$ cat config.mk
export PLATFORM = sky130hd
export DESIGN_NAME = crc32_frame_seq
export DESIGN_NICKNAME = d
export VERILOG_FILES = /design/src/rtl/crc32_frame_seq.sv
export SDC_FILE = /design/constraint.sdc
export NUM_CORES = 1
export LEC_CHECK = 0
export CAP_MARGIN = 20
export CORE_ASPECT_RATIO = 2
export CORE_UTILIZATION = 24
export DETAILED_ROUTE_END_ITERATION = 12
export SLEW_MARGIN = 20
export SYNTH_ARGS = -nofsm -noshare
export SYNTH_HDL_FRONTEND = slang
export SYNTH_SLANG_ARGS = --single-unit
$ cat constraint.sdc
create_clock -name clk -period 2.5 [get_ports clk]
set_clock_uncertainty 0.2 [all_clocks]
set_input_delay 0.5 -clock clk [delete_from_list [all_inputs] [get_ports clk]]
set_output_delay 0.5 -clock clk [all_outputs]
set_load 0.005 [all_outputs]
$ cat src/rtl/crc32_frame_seq.sv
// Frame sequencer for an external 8-bit CRC-32 engine: TX appends the FCS, RX checks it.
// Optional good/bad frame statistics are enabled with CRC32_FRAME_STATS_EN.
module crc32_frame_seq #(
    parameter int unsigned MAX_LEN = 1518,
    parameter int unsigned MIN_LEN = 4
) (
    input  logic        clk,
    input  logic        reset,
    input  logic        mode_tx,
    input  logic        s_valid,
    output logic        s_ready,
    input  logic [7:0]  s_data,
    input  logic        s_last,
    output logic        m_valid,
    input  logic        m_ready,
    output logic [7:0]  m_data,
    output logic        m_last,
    output logic        crc_clken,
    output logic        crc_reset,
    output logic        crc_load,
    output logic        crc_compute,
    output logic [7:0]  crc_data,
    input  logic [7:0]  crc_dout,
    input  logic        crc_ok,
    output logic        frame_done,
    output logic        frame_ok,
    output logic [15:0] frame_len,
    output logic [15:0] good_cnt,
    output logic [15:0] bad_cnt
);

    typedef enum logic [2:0] {
        IDLE,
        INIT,
        DATA,
        FCS,
        DONE,
        CHECK
    } state_t;

    localparam logic [16:0] MAX_L = 17'(MAX_LEN);
    localparam logic [15:0] MIN_L = 16'(MIN_LEN);

    state_t      state;
    logic        tx;
    logic        len_err;
    logic [1:0]  cnt;
    logic        hs;
    logic [16:0] len_inc;
    logic [15:0] len_sat;

    assign hs      = (state == DATA) && s_valid && m_ready;
    assign len_inc = {1'b0, frame_len} + 17'd1;
    assign len_sat = (frame_len == 16'hFFFF) ? frame_len : len_inc[15:0];

    always_ff @(posedge clk or posedge reset) begin
        if (reset) begin
            state     <= IDLE;
            tx        <= 1'b0;
            len_err   <= 1'b0;
            cnt       <= 2'd0;
            frame_len <= 16'd0;
        end else begin
            unique case (state)
                IDLE: begin
                    if (s_valid) begin
                        tx    <= mode_tx;
                        state <= INIT;
                    end
                end
                INIT: begin
                    frame_len <= 16'd0;
                    len_err   <= 1'b0;
                    cnt       <= 2'd0;
                    state     <= DATA;
                end
                DATA: begin
                    if (hs) begin
                        frame_len <= len_sat;
                        if (len_inc > MAX_L)
                            len_err <= 1'b1;
                        if (s_last) begin
                            if (tx) begin
                                cnt   <= 2'd0;
                                state <= FCS;
                            end else begin
                                // minimum length counts the byte just accepted
                                if (len_sat < MIN_L)
                                    len_err <= 1'b1;
                                state <= CHECK;
                            end
                        end
                    end
                end
                FCS: begin
                    if (m_ready) begin
                        cnt <= cnt + 2'd1;
                        if (cnt == 2'd3)
                            state <= DONE;
                    end
                end
                DONE:    state <= IDLE;
                CHECK:   state <= IDLE;
                default: state <= IDLE;
            endcase
        end
    end

    always_comb begin
        s_ready     = 1'b0;
        m_valid     = 1'b0;
        m_data      = 8'h00;
        m_last      = 1'b0;
        crc_reset   = 1'b0;
        crc_load    = 1'b0;
        crc_compute = 1'b0;
        crc_data    = 8'h00;
        frame_done  = 1'b0;
        frame_ok    = 1'b0;
        unique case (state)
            INIT: crc_reset = 1'b1;
            DATA: begin
                s_ready     = m_ready;
                m_valid     = s_valid;
                m_data      = s_data;
                m_last      = s_last & ~tx;
                crc_compute = hs;
                crc_data    = hs ? s_data : 8'h00;
            end
            FCS: begin
                m_valid  = 1'b1;
                m_data   = crc_dout;
                m_last   = (cnt == 2'd3);
                crc_load = m_ready;
            end
            DONE: begin
                frame_done = 1'b1;
                frame_ok   = 1'b1;
            end
            CHECK: begin
                frame_done = 1'b1;
                frame_ok   = crc_ok & ~len_err;
            end
            default: ;
        endcase
    end

    assign crc_clken = crc_reset | crc_load | crc_compute;

`ifdef CRC32_FRAME_STATS_EN
    always_ff @(posedge clk or posedge reset) begin
        if (reset) begin
            good_cnt <= 16'd0;
            bad_cnt  <= 16'd0;
        end else if (frame_done) begin
            if (frame_ok)
                good_cnt <= good_cnt + 16'd1;
            else
                bad_cnt <= bad_cnt + 16'd1;
        end
    end
`else
    assign good_cnt = 16'd0;
    assign bad_cnt  = 16'd0;
`endif

endmodule

Yosys cells after proc, flatten, opt, wreduce, memory -nomap -nowiden

Index checks and enable logic that the tools add are counted.

Logic and storage cells: 70
ROM bits: 0
Register bits: 23
Bits of input ports: 23
Output and inout bits: 73
Memories kept: 0
Latch bits: 0
Bits in writable memories: 0

Bitwise operators: 6
Multiplexer cells: 32
Order comparisons: 2
Shift operators: 0
Equal/unequal tests: 13
$mul: 0
Reduce and logical (&&, ||, !) cells: 10
Add/subtract/negate cells: 2
Divide/modulo/power cells: 0

Operators with widths:

| kind                                                                          | number |
|---|---|
| 16-bit two-way mux                                                            | 2 |
| 16-bit case mux with 2 select lines                                           | 1 |
| 3-bit two-way mux                                                             | 6 |
| 16-bit by 1-bit adder with 17-bit output, second input constant               | 1 |
| 17-bit by 11-bit > comparator with 1-bit output, second input constant        | 1 |
| 16-bit == test, second input constant                                         | 1 |
| 16-bit by 3-bit less-than comparator with 1-bit output, second input constant | 1 |
| 8-bit two-way mux                                                             | 2 |
| 8-bit case mux with 2 select lines                                            | 1 |
| 2-bit inequality test, second input constant                                  | 6 |
| 3-bit case mux with 4 select lines                                            | 1 |
| 1-bit two-way mux                                                             | 10 |
| 5-bit AND reduction                                                           | 2 |
| 2-bit two-way mux                                                             | 4 |
| 1-bit case mux with 2 select lines                                            | 4 |
| 3-bit by 2-bit == test with 1-bit output, second input constant               | 2 |
| 3-bit == test, second input constant                                          | 2 |
| 2-bit case mux with 3 select lines                                            | 1 |
| 2-bit AND reduction                                                           | 2 |
| 3-bit by 1-bit == test with 1-bit output, second input constant               | 1 |
| 3-bit zero test                                                               | 1 |
| 3-bit nonzero test                                                            | 1 |
| 2-bit by 1-bit adder with 2-bit output, second input constant                 | 1 |
| 1-bit AND                                                                     | 2 |
| 6 further kinds                                                               | 9 |

Logic depth before layout (Yosys ltp)

Word-level depth: 8
Depth in mapped cells: 8

Worst setup path after synthesis

Ideal clock, no wire load.

Path type: flip-flop to flip-flop
Start: register frame_len[0]
End: register len_err
Path slack: 255 ps
Period minus slack after synthesis: 2245 ps
Stages on the path, launching flop included: 9
Data arrival time: 1963 ps
Path buffers: 1
Data required time: 2218 ps
Library setup time: 82 ps
Cells stage by stage: dfrtp_1 > ha_1 > and3_1 > buf_6 > nand3_1 > xor2_1 > nand4b_1 > or4_1 > a31oi_1

Word-level cells in the longest chain between the ends: 8
Elaborated cells on any way between the ends: 11

RTL lines:

| what                                                                                               | line   | RTL |
|---|---|---|
| start: declaration                                                                                 | 27     | `output logic [15:0] frame_len,` |
| start signal: assignment                                                                           | 79     | `frame_len <= len_sat;` |
| 16-bit by 1-bit adder with 17-bit output / 16-bit == test (equally long branches)                  | 53, 54 |  |
| 17-bit by 11-bit > comparator with 1-bit output / 16-bit two-way mux (equally long branches)       | 80, 54 |  |
| 1-bit two-way mux / 16-bit by 3-bit less-than comparator with 1-bit output (equally long branches) | 80, 88 |  |
| 1-bit two-way mux                                                                                  | 88     | `if (len_sat < MIN_L)` |
| 1-bit two-way mux                                                                                  | 83     | `if (tx) begin` |
| 1-bit two-way mux (*)                                                                              | 82     | `if (s_last) begin` |
| 1-bit two-way mux (*)                                                                              | 78     | `if (hs) begin` |
| 1-bit case mux with 2 select lines (*)                                                             | 64     | `unique case (state)` |
| end signal: assignment                                                                             | 73     | `len_err <= 1'b0;` |
| end signal: assignment                                                                             | 81     | `len_err <= 1'b1;` |
| end signal: assignment                                                                             | 89     | `len_err <= 1'b1;` |
| end: declaration                                                                                   | 46     | `logic len_err;` |

Mark *: on every way between the ends. The rest lies on a longest branch, timed or not. The select of a mux whose other input is x is not followed.
A chain may end at the register's enable or synchronous reset.

Worst setup path after layout

Start: register state[2]
End: output port crc_data[4]

Word-level cells in the longest chain between the ends: 5

RTL lines:

| what                                         | line    | RTL |
|---|---|---|
| start: declaration                           | 44      | `state_t state;` |
| start signal: assignment                     | 58      | `state <= IDLE;` |
| start signal: assignment                     | 68      | `state <= INIT;` |
| start signal: assignment                     | 75      | `state <= DATA;` |
| 3-bit by 2-bit == test with 1-bit output (*) | 52, 120 |  |
| 1-bit logical AND (2 in a row)               | 52      | `assign hs = (state == DATA) && s_valid && m_ready;` |
| 8-bit two-way mux                            | 128     | `crc_data = hs ? s_data : 8'h00;` |
| 8-bit two-way mux (*)                        | 120     | `unique case (state)` |
| end: declaration                             | 22      | `output logic [7:0] crc_data,` |

Mark *: on every way between the ends. The rest lies on a longest branch, timed or not.

==> results.ini <==
[clocking]
ctsRootBufferMaster = clkbuf_16
cts_tree = yes
cts_max_path_buffers = 2
hold_buffers = 0
clkLatencyLatePin_ns = 0.26
clock_sinks = 23
clk_pin_slew_worst_paths_ns = 0.06
cts_made_buffers = 3
h-tree-depth = 1

[critical_path]
reg2reg_slack_ns = 0.18
critPathArrivalTime_ns = 1.77
cp-start-kind = flop
criticalPathCategory = flop to output port
cp_data_required_time_ns = 1.80
path_max_fanout = 7
r2r_cells = 6
r2r_start = frame_len[1]$_DFFE_PP0P_
endpoint_kind = output port
r2r_end = len_err$_DFFE_PP0P_

[hold_path]
min_path_cells = 1
hold_path.class = flop to flop
min_from = cnt[0]$_DFFE_PP0P_
hold_end = cnt[0]$_DFFE_PP0P_

[timing]
period_needed_ns = 2.469
maxClockFrequency_mhz = 404.9
fin_tns_setup_ns = 0
setup_viol = 0
hold_viol_final = 0
rsz0062_at_grt = yes
finalCritPeriodShare_pct = 98.78
drv_slew = 0

[run_status]
status = finished clean

[global_route]
antenna_found_initial = 0
grt-ovfl-total = 0
grt_start_max_net_pins = 24
track_usage_pct = 14.00
grt_pass1_vias = 2245
grt_pass1_wl_um = 10610

[detailed_routing]
drt_wl_total_um = 6638
drt_iter0_drc = 82
first_pass_iters = 4
drt.antenna.violating_nets = 0
wl_per_cell_um = 14.15
vias_per_cell = 4.878
route.detailed.drc = 0
via_count = 2288

[yosys]
yosysWarningCount = 0
ys.flop_type = dfrtp_1
synth_edf_count = 0
ys_types = 51
ys_top_cells_by_area = dfrtp_1, buf_4, nor2_1
netlist_area_um2 = 2162
yosysTopAreaCell = dfrtp_1
synthCells = 282
yosysSeqAreaShare_pct = 26.62
synth_top_cell_area_share_pct = 26.62
ys_ff_latch = 23
avgSynthCellArea_um2 = 7.667
synthArstFlopShare_pct = 100.0

[floorplan]
start_util_pct = 24.83
die_h_um = 136.2
die-width_um = 69.12
ioPinCount = 96
die_area_um2 = 9416
coreArea_um2 = 8708
rows = 48

[final_layout]
n_fill_cell = 898
finalInstanceArea_um2 = 3159
regArea_um2 = 579.3
syn2layout_area_growth_pct = 46.12
final_common_cell = clkdlybuf4s50_1
num_antenna_cells = 0
mostFrequentLayoutCells = clkdlybuf4s50_1, buf_4, conb_1
multi_input_area_um2 = 1371
final_nets = 396
drive_gt1_share_pct = 18.70

[pwr]
leakagePower_nw = 1.372
vdd_ir_drop_max_v = 0.0004049
power_density_nw_per_um2 = 700.5

[place]
dp_hpwl_um = 5116
dpl_cell_area_um2 = 2922
gp_congestion = 0.8523
port_buffers = 63

[job]
cap_violations = 0

## timing repair
action / 4_1_cts / 5_1_grt
pin swaps: 5 / 1
gates cloned: 1 / 0
endpoints found under the setup margin: 21 / 14
gates resized for setup: 25 / 7
buffers inserted: 4 / 7
hold endpoints to repair: 0 / 0
## synthesized netlist by cell type (7+ instances only)
| cell type | count |
|---|---|
| a21oi_1 | 18 |
| and2_1 | 11 |
| buf_2 | 7 |
| buf_4 | 32 |
| clkbuf_1 | 9 |
| dfrtp_1 | 23 |
| inv_1 | 11 |
| mux2i_1 | 11 |
| nand2_1 | 19 |
| nand3_1 | 12 |
| nor2_1 | 32 |
| o21ai_0 | 9 |
## sequential cells by signal, indices dropped and copies added, names as in the netlist
register / flops
cnt: 2
state: 3
tx: 1
len_err: 1
frame_len: 16
## stage by stage
step	instances	total power [W]	hold WS [ns]	utilization [%]	setup slack (ns)
5_1_grt	469	0.002369	0.3079	36.28	-0.01846
4_1_cts	462	0.002152	0.2851	35.50	0.004209
3_5_place_dp	453	0.001696	0.2767	33.55	-0.4699
2_1_floorplan	313	0.001120	0.2573	-	0.2555
6_report	469	0.002213	0.2808	36.28	0.03053
3_3_place_gp	453	0.001683	0.2730	33.55	-0.4857
## power breakdown
group | switching (W) | internal [W]
registers | 0.0000952 | 0.000447
clock network | 0.000146 | 0.000216
logic | 0.000588 | 0.000721
## cell type report
class	instances	share of cell area, %
repair inverters	1	0.2376
clock inverters	1	0.1584
flip-flops and latches	23	18.34
well taps	100	3.960
inverters	11	1.386
multi-input cells	226	43.41
repair buffers	104	30.14
clock buffers	3	2.376
## critical path: stages (launching register included)
cell and delay [ns]:
dfrtp_2 0.47, nor2b_4 0.17, nand3_4 0.12, clkinvlp_4 0.12
and2_1 0.13, clkdlybuf4s50_1 0.49
## metal layers
metal / wire (µm) / vias up / track usage, %
li1: - / 1102 / -
met1: 2268 / 1059 / 13.10
met2: 3847 / 112 / 28.26
met3: 364 / 15 / 2.446
met4: 159 / 0 / 6.803
met5: 0 / - / 0
## worst max path at each step
stage                                         from             endpoint  slack, ns
after floorplan           frame_len[0]$_DFFE_PP0P_  len_err$_DFFE_PP0P_       0.26
after global placement                     s_valid            crc_clken      -0.49
after detailed placement                    s_last            crc_clken      -0.47
after CTS                     state[2]$_DFFE_PP0P_          crc_data[2]      0.004
after global routing          state[1]$_DFFE_PP0P_            crc_reset      -0.02
final                         state[2]$_DFFE_PP0P_          crc_data[4]       0.03
## logic make-up after synthesis
kind of cell	synth area share [%]
AND/OR/NAND/NOR	26.68
AO/OA/AOI/OAI	18.92
other	0.1734
multiplexers	6.134
XOR/XNOR	1.621
buffers and inverters	18.11
adder cells (fa/ha/maj)	1.736
flip-flops	26.62
No activity file was read; power rests on OpenSTA's default activity.
